File: config.mk
export PLATFORM = sky130hd
export DESIGN_NAME = ga_generation_sequencer
export DESIGN_NICKNAME = d
export VERILOG_FILES = /design/src/rtl/ga_pkg.sv /design/src/rtl/ga_generation_sequencer_stage_watchdog.sv /design/src/rtl/ga_generation_sequencer.sv
export SDC_FILE = /design/constraint.sdc
export NUM_CORES = 1
export LEC_CHECK = 0
export BUFFER_PORTS_ARGS = -buffer_cell sky130_fd_sc_hd__buf_2
export CORE_ASPECT_RATIO = 0.8
export CORE_MARGIN = 5
export CORE_UTILIZATION = 49
export CTS_CLUSTER_SIZE = 10
export DETAILED_ROUTE_END_ITERATION = 6
export PLACE_DENSITY = 0.85
export SKIP_LAST_GASP = 1
export SYNTH_ARGS = -nofsm -noshare
export SYNTH_HDL_FRONTEND = slang
export SYNTH_SLANG_ARGS = --single-unit
File: constraint.sdc
create_clock -name clk -period 2.5 [get_ports clk]
set_input_delay 0.25 -clock clk [delete_from_list [all_inputs] [get_ports clk]]
set_output_delay 0.25 -clock clk [all_outputs]
set_load 0.01 [all_outputs]
File: src/rtl/ga_pkg.sv
// Shared types and constants for the genetic-algorithm controller slice.
package ga_pkg;

  localparam int FIT_W    = 12;  // fitness word, matches the sorter input
  localparam int POP_SIZE = 50;  // individuals per generation
  localparam int IDX_W    = 6;   // index width covering POP_SIZE

  typedef enum logic [2:0] {
    S_IDLE,
    S_EVAL,
    S_SORT,
    S_CHECK,
    S_BREED,
    S_FINISH
  } ga_state_t;

endpackage

File: src/rtl/ga_generation_sequencer_stage_watchdog.sv
// Per-stage timeout counter: restarts on stage entry, counts while the stage
// is outstanding and saturates at all-ones.
module stage_watchdog #(
  parameter int WDOG_W = 16
) (
  input  logic clk,
  input  logic rst_n,
  input  logic i_clear,
  input  logic i_enable,
  output logic o_expired
);

  localparam logic [WDOG_W-1:0] LAST = {{(WDOG_W-1){1'b1}}, 1'b0};

  logic [WDOG_W-1:0] r_cnt;

  // Wait-cycle counter, saturating at all-ones
  always_ff @(posedge clk or negedge rst_n) begin
    if (!rst_n)                      r_cnt <= '0;
    else if (i_clear)                r_cnt <= '0;
    else if (i_enable && !(&r_cnt))  r_cnt <= r_cnt + WDOG_W'(1);
  end

  // Flag on the cycle the count steps onto all-ones, so the sequencer leaves
  // the stage on the very edge the counter saturates.
  assign o_expired = i_enable && (r_cnt == LAST);

endmodule

File: src/rtl/ga_generation_sequencer.sv
// Generation sequencer for one GA run: EVAL -> SORT -> CHECK -> BREED loop,
// stopping on target fitness or generation limit. Optional stage watchdog
// is compiled in with GA_WATCHDOG_EN.
module ga_generation_sequencer
  import ga_pkg::*;
#(
  parameter int FIT_W  = ga_pkg::FIT_W,
  parameter int GEN_W  = 10,
  parameter int WDOG_W = 16
) (
  input  logic             clk,
  input  logic             rst_n,
  input  logic             i_run,
  input  logic             i_abort,
  input  logic [GEN_W-1:0] i_max_gen,
  input  logic [FIT_W-1:0] i_target_fit,
  input  logic [FIT_W-1:0] i_best_fit,
  output logic             o_eval_start,
  input  logic             i_eval_done,
  output logic             o_sort_start,
  input  logic             i_sort_done,
  output logic             o_breed_start,
  input  logic             i_breed_done,
  output logic             o_busy,
  output logic             o_done,
  output logic             o_hit_target,
  output logic [GEN_W-1:0] o_gen_count,
  output logic             o_error
);

  ga_state_t        r_state, w_next;
  logic [GEN_W-1:0] r_max_gen, r_gen_count;
  logic [FIT_W-1:0] r_target_fit, r_best_fit_q;
  logic             r_hit_target, r_error;
  logic             r_eval_start, r_sort_start, r_breed_start, r_busy, r_done;
  logic             w_eval_start_d, w_sort_start_d, w_breed_start_d, w_busy_d, w_done_d;
  logic             w_in_stage, w_stage_done, w_wdog_expired;
  logic             w_fit_hit, w_gen_limit;

  assign w_in_stage  = (r_state == S_EVAL) || (r_state == S_SORT) || (r_state == S_BREED);
  assign w_fit_hit   = (r_best_fit_q >= r_target_fit);
  assign w_gen_limit = (r_gen_count == r_max_gen);

  // Stage completion, honoured only after the start pulse of the current state
  always_comb begin
    w_stage_done = 1'b0;
    case (r_state)
      S_EVAL:  w_stage_done = i_eval_done  && !r_eval_start;
      S_SORT:  w_stage_done = i_sort_done  && !r_sort_start;
      S_BREED: w_stage_done = i_breed_done && !r_breed_start;
      default: w_stage_done = 1'b0;
    endcase
  end

`ifdef GA_WATCHDOG_EN
  logic w_wd_clear;
  assign w_wd_clear = (w_next != r_state) &&
                      ((w_next == S_EVAL) || (w_next == S_SORT) || (w_next == S_BREED));

  stage_watchdog #(.WDOG_W(WDOG_W)) u_wdog (
    .clk       (clk),
    .rst_n     (rst_n),
    .i_clear   (w_wd_clear),
    .i_enable  (w_in_stage),
    .o_expired (w_wdog_expired)
  );
`else
  // No watchdog: expiry never fires for any legal WDOG_W.
  assign w_wdog_expired = (WDOG_W < 1);
`endif

  // State register
  always_ff @(posedge clk or negedge rst_n) begin
    if (!rst_n) r_state <= S_IDLE;
    else        r_state <= w_next;
  end

  // Next-state logic; abort beats any stage completion
  always_comb begin
    w_next = r_state;
    if (r_state != S_IDLE && i_abort) begin
      w_next = S_IDLE;
    end else begin
      case (r_state)
        S_IDLE:   if (i_run && !i_abort) w_next = S_EVAL;
        S_EVAL:   if (w_stage_done) w_next = S_SORT;
                  else if (w_wdog_expired) w_next = S_FINISH;
        S_SORT:   if (w_stage_done) w_next = S_CHECK;
                  else if (w_wdog_expired) w_next = S_FINISH;
        S_CHECK:  w_next = (w_fit_hit || w_gen_limit) ? S_FINISH : S_BREED;
        S_BREED:  if (w_stage_done) w_next = S_EVAL;
                  else if (w_wdog_expired) w_next = S_FINISH;
        S_FINISH: w_next = S_IDLE;
        default:  w_next = S_IDLE;
      endcase
    end
  end

  // Output decode from the upcoming state; starts fire only on state entry
  always_comb begin
    w_eval_start_d  = (w_next == S_EVAL)  && (r_state != S_EVAL);
    w_sort_start_d  = (w_next == S_SORT)  && (r_state != S_SORT);
    w_breed_start_d = (w_next == S_BREED) && (r_state != S_BREED);
    w_busy_d        = (w_next != S_IDLE);
    w_done_d        = (w_next == S_FINISH);
  end

  // Registered handshake and status outputs
  always_ff @(posedge clk or negedge rst_n) begin
    if (!rst_n) begin
      r_eval_start  <= 1'b0;
      r_sort_start  <= 1'b0;
      r_breed_start <= 1'b0;
      r_busy        <= 1'b0;
      r_done        <= 1'b0;
    end else begin
      r_eval_start  <= w_eval_start_d;
      r_sort_start  <= w_sort_start_d;
      r_breed_start <= w_breed_start_d;
      r_busy        <= w_busy_d;
      r_done        <= w_done_d;
    end
  end

  // Run context: limits latched at acceptance, counters and sticky flags
  always_ff @(posedge clk or negedge rst_n) begin
    if (!rst_n) begin
      r_max_gen    <= '0;
      r_target_fit <= '0;
      r_best_fit_q <= '0;
      r_gen_count  <= '0;
      r_hit_target <= 1'b0;
      r_error      <= 1'b0;
    end else begin
      if (r_state == S_IDLE && w_next == S_EVAL) begin
        r_max_gen    <= i_max_gen;
        r_target_fit <= i_target_fit;
        r_gen_count  <= '0;
        r_hit_target <= 1'b0;
        r_error      <= 1'b0;
      end
      if (r_state == S_SORT && w_next == S_CHECK)
        r_best_fit_q <= i_best_fit;
      if (r_state == S_BREED && w_next == S_EVAL)
        r_gen_count <= r_gen_count + GEN_W'(1);
      if (r_state == S_CHECK && w_next == S_FINISH && w_fit_hit)
        r_hit_target <= 1'b1;
      if (w_in_stage && w_next == S_FINISH)
        r_error <= 1'b1;
    end
  end

  assign o_eval_start  = r_eval_start;
  assign o_sort_start  = r_sort_start;
  assign o_breed_start = r_breed_start;
  assign o_busy        = r_busy;
  assign o_done        = r_done;
  assign o_hit_target  = r_hit_target;
  assign o_gen_count   = r_gen_count;
  assign o_error       = r_error;

endmodule

## Word level (Yosys, flattened, before mapping)

Cells that the tools add are included.

| word-level totals | value |
|---|---|
| flip-flop bits (word level) | 54 |
| output and inout port bits | 17 |

| cells by class | value |
|---|---|
| $add $sub $neg | 1 |
| $lt $le $gt $ge | 1 |
| equality and inequality tests | 13 |
| muxes and demuxes | 13 |
| reductions and logical operators | 27 |

Operators with widths:

| operator | number |
|---|---|
| 10-bit two-way mux | 2 |
| 3-bit two-way mux | 5 |
| 3-bit case mux with 5 select lines | 1 |
| 1-bit logical AND | 14 |
| 3-bit by 2-bit == test with 1-bit output, second input constant | 4 |
| 12-bit greater-or-equal comparator | 1 |
| 10-bit by 1-bit adder with 10-bit output, second input constant | 1 |
| 10-bit == test | 1 |
| 3-bit == test, second input constant | 3 |
| 3-bit by 1-bit == test with 1-bit output, second input constant | 2 |
| 2-bit nonzero test | 3 |
| 3-bit nonzero test | 2 |
| 1-bit logical NOT | 4 |
| 1-bit two-way mux | 4 |
| 3-bit logical NOT | 1 |
| 1-bit logical OR | 3 |
| 3-bit by 1-bit inequality test with 1-bit output, second input constant | 1 |
| 3-bit by 2-bit inequality test with 1-bit output, second input constant | 1 |
| 3-bit inequality test, second input constant | 1 |
| 1-bit case mux with 3 select lines | 1 |

## Longest topological paths before layout

| depth | value |
|---|---|
| depth in word-level cells | 10 |
| gate-level depth with buffers | 9 |
| gate-level depth less buffers | 8 |

## Least setup slack after synthesis

OpenSTA, ideal clock, no wires.

| timing | value |
|---|---|
| kind | register to register |
| start | register r_target_fit[0] |
| end | register r_best_fit_q[0] |
| arrival | 2.296 ns |
| required time | 2.375 ns |
| path slack | 0.078 ns |
| stages on the path, launching flop included | 9 |
| path buffers | 1 |
| path through | dfrtp_1 > ha_1 > nand2b_1 > a2111oi_1 > nor4b_2 > a211oi_2 > a211o_1 > buf_6 > mux2_4 |

| on the way | value |
|---|---|
| word-level cells in the longest chain between the ends | 7 |

RTL lines:

| item | RTL line | source |
|---|---|---|
| start: declaration | ga_generation_sequencer.sv:33 | `logic [FIT_W-1:0] r_target_fit, r_best_fit_q;` |
| start signal: assignment | ga_generation_sequencer.sv:137 | `r_target_fit <= i_target_fit;` |
| 12-bit greater-or-equal comparator | ga_generation_sequencer.sv:41 | `assign w_fit_hit = (r_best_fit_q >= r_target_fit);` |
| 1-bit logical OR | ga_generation_sequencer.sv:90 | `S_CHECK: w_next = (w_fit_hit \|\| w_gen_limit) ? S_FINISH : S_BREED;` |
| 1-bit two-way mux | ga_generation_sequencer.sv:90 |  |
| 3-bit case mux with 5 select lines | ga_generation_sequencer.sv:84 | `case (r_state)` |
| 3-bit two-way mux | ga_generation_sequencer.sv:81 | `if (r_state != S_IDLE && i_abort) begin` |
| 3-bit by 2-bit == test with 1-bit output | ga_generation_sequencer.sv:142 | `if (r_state == S_SORT && w_next == S_CHECK)` |
| 1-bit logical AND | ga_generation_sequencer.sv:142 |  |
| end signal: assignment | ga_generation_sequencer.sv:143 | `r_best_fit_q <= i_best_fit;` |
| end: declaration | ga_generation_sequencer.sv:33 |  |

Every way passes these cells.
A chain may end at the register's enable or synchronous reset.

## Worst setup path after layout

| timing | value |
|---|---|
| start | register r_best_fit_q[7] |
| end | register r_best_fit_q[8] |

| on the way | value |
|---|---|
| word-level cells in the longest chain between the ends | 7 |

RTL lines:

| item | RTL line |
|---|---|
| 12-bit greater-or-equal comparator | ga_generation_sequencer.sv:41 |
| 1-bit logical OR | ga_generation_sequencer.sv:90 |
| 1-bit two-way mux | ga_generation_sequencer.sv:90 |
| 3-bit case mux with 5 select lines | ga_generation_sequencer.sv:84 |
| 3-bit two-way mux | ga_generation_sequencer.sv:81 |
| 3-bit by 2-bit == test with 1-bit output | ga_generation_sequencer.sv:142 |
| 1-bit logical AND | ga_generation_sequencer.sv:142 |

Every way passes these cells.

==> results.md <==
- Synth Register Bits: 54
- H-tree depth: 2
- Setup Fix Bufs, Post-CTS: 0
- Mapped Nets: 290
- Initial Util: 50.3%
- Kind of end point of the critical path: register
- Tmin final: around 2400 ps
- Core box area: 0.00541 mm2
- CP Launch Type: register
- Final Cycle Share: 94.8%
- DIE WIDTH: about 93 um
- Standard-cell rows: 24
- Setup Skew: 6.33 ps
- Final wirelength: 5.91 mm
- Slew Limit Fails: 0
- Via-to-Cell Ratio: 5.38
- Setup TNS: 0 ps
- Final setup viols: 0
- Worst Path Arrival: around 2600 ps
- Post-synthesis instance total: around 240
- Mapped Area: 0.00272 mm2
- Main synth FF type: dfrtp_1
- Max IR drop VDD: ~550 uV
- DR WL/cell: between 15 and 20 um
- Register-to-Register Setup Slack: 130 ps
- Share of cells above drive strength 1: 35.8%
- Clk_lat worst skew: 310 ps
- Clock Path Buffers: 2
- Ports: slightly below 60
- Ant diodes: 0
- Worst EP required: 2700 ps
- Port buffer count: 57
- CTS clk-pin slew, worst paths: roughly 100 ps
- Tightest Pin Transition: 864 ps
- Worst R2R Start: r_best_fit_q[7]
- Most common cell in the netlist: dfrtp_1
- Routability cong.: 0.845
- Die area: about 0.0071 mm2
- Drt pass-1 iters: 4
- Grt total ovfl: 0
- Residual DRC: 0
- Reg-to-reg endpoint: r_best_fit_q[8]
- Yosys warns: 0
- CTS tree: built
- Fmax: 422 MHz
- First-pass GRT wire length: between 9 and 10 mm
- Clock sinks: 54
- Nets: 355
- Largest cells by area after synthesis: dfrtp_1, mux2_2, ha_1
- First DRT Iteration DRCs: 150
- Sequential share of the synthesized area: 49.7%
- Post-DRT Antenna Nets: 0
- Worst Hold Margin: 42.4 ps
- Yosys cell types: 43
- Worst Hold Class: in2async
- Initial antenna violation count: 0
- Pin count of the biggest net entering global routing: 41
- Vias in the first global route: a little over 2000
- Max Cap Viol: 0
- R2R cell count: 8
- FFs w/ async S/R, synth: 100%
- Area grow syn2layout: 19.5%
- Avg Cell Area, Syn: 11.5 um2
- Total GRT Usage: 17.1%
- Worst-path fanout max: 12
- Leak: 1.68 nW
- Yosys top cell by area: dfrtp_1
- Synth top cells by count: dfrtp_1, inv_1, mux2_2
- RSZ-0062 raised after global routing: no
- EDFF count, synth: 0
- Filler cells: 452
- Root Driver: clkbuf_8
- Status: complete, no violations
- Worst slew margin: 42.4%
- Final Hold Violating Endpoints: 0
- Top-area cell type share of the netlist area: 49.7%
- Power per cell area: 916 mW/mm2
- Hpwl dp: 4.42 mm
- Critical path class: reg2reg
- CTS Buf Count: 5
- Via count: 1974
- Die Y: around 77 um
[layer usage]
metal	part of all wire, %	vias up	wire length (um)	track usage (%)
li1	-	959	-	-
met1	46	946	2740	24.1
met2	47	62	2770	26.2
met3	5.7	7	339	4.15
met4	1.1	0	65	4.98
met5	0	-	0	0
[worst max-delay path: stages (launching register included)]
cell	delay, ps
dfrtp_1	400
ha_1	310
and4_1	210
o21ai_0	110
nor4b_2	310
a211oi_2	80
a211o_1	340
buf_12	170
mux2_1	310
[how the worst max path moves through the flow]
stage / start / endpoint / slack [ps] / cells past startpoint
after floorplan: r_target_fit[0] / r_best_fit_q[0] / 80 / 8
after global placement: r_target_fit[0] / r_best_fit_q[8] / 130 / 8
after detailed placement: r_target_fit[0] / r_best_fit_q[8] / 70 / 8
after CTS: r_target_fit[0] / r_best_fit_q[8] / 50 / 8
after global routing: r_best_fit_q[0] / r_best_fit_q[7] / 50 / 9
final: r_best_fit_q[7] / r_best_fit_q[8] / 130 / 8
[cell families (layout without fill, tap and decap cells)]
logic type               count (synthesis)  count (layout)  share of synthesized area [%]
XOR/XNOR                                12              12                           3.87
buffers and inverters                   26              92                           4.14
flip-flops                              54              54                           49.7
AND/OR/NAND/NOR                         58              58                           11.9
multiplexers                            35              35                           15.8
adder cells (fa/ha/maj)                 13              13                           5.99
AO/OA/AOI/OAI                           38              38                           8.52
[area by class of cell]
cell class,instances,area (um2),area share (%)
Sequential cell,54,1350,41.6
Tap cell,65,81.3,2.50
Inverter,18,67.6,2.08
Multi-Input combinational cell,156,1270,39.2
Timing Repair Buffer,66,365,11.3
Clock buffer,8,110,3.39
[per-stage QoR]
stage,cell area [um2],util (%),worst slack [ps],total power [mW],std cells
final,3250,60.1,131,2.97,367
after CTS,3230,59.7,50.0,2.93,367
after global placement,3120,57.7,134,2.30,359
after floorplan,2720,-,78.5,2.08,236
after detailed placement,3120,57.7,73.0,2.37,359
after global routing,3250,60.1,49.7,3.18,367
[power by group]
group	switching, mW	internal [mW]
registers	0.185	1.15
logic	0.515	0.556
clock network	0.285	0.280
total	0.985	1.99
[repair_timing]
item / 4_1_cts / 5_1_grt
hold buffers: 0 / 0
gates resized for setup: 0 / 2
endpoints found under the setup margin: 0 / 19
[registers in the layout (all words and copies together) (netlist names)]
| name | flops |
|---|---|
| o_sort_start | 1 |
| r_state | 3 |
| r_best_fit_q | 12 |
| o_hit_target | 1 |
| r_max_gen | 10 |
| o_error | 1 |
| o_gen_count | 10 |
| o_eval_start | 1 |
| o_breed_start | 1 |
| o_done | 1 |
| o_busy | 1 |
| r_target_fit | 12 |
[placed cells by master, fill, tap and decap left out, types with 2 or more instances in the layout]
master and instances:
nor2b_1 2, nor4_1 2, ha_1 13, dfrtp_1 54, buf_4 8, a31oi_1 7
o21ai_0 4, mux2_2 18, clkbuf_8 8, a21o_1 2, nand3_1 4, inv_1 18
and2_1 4, nand2b_1 4, xor2_1 6, mux2_4 10, nor3_1 4, xnor2_1 6
mux2_1 6, buf_2 57, and3_1 4, o21ai_1 2, nor2_1 12, a21oi_1 17
nand2_1 11
No activity file was read; power rests on OpenSTA's default activity.
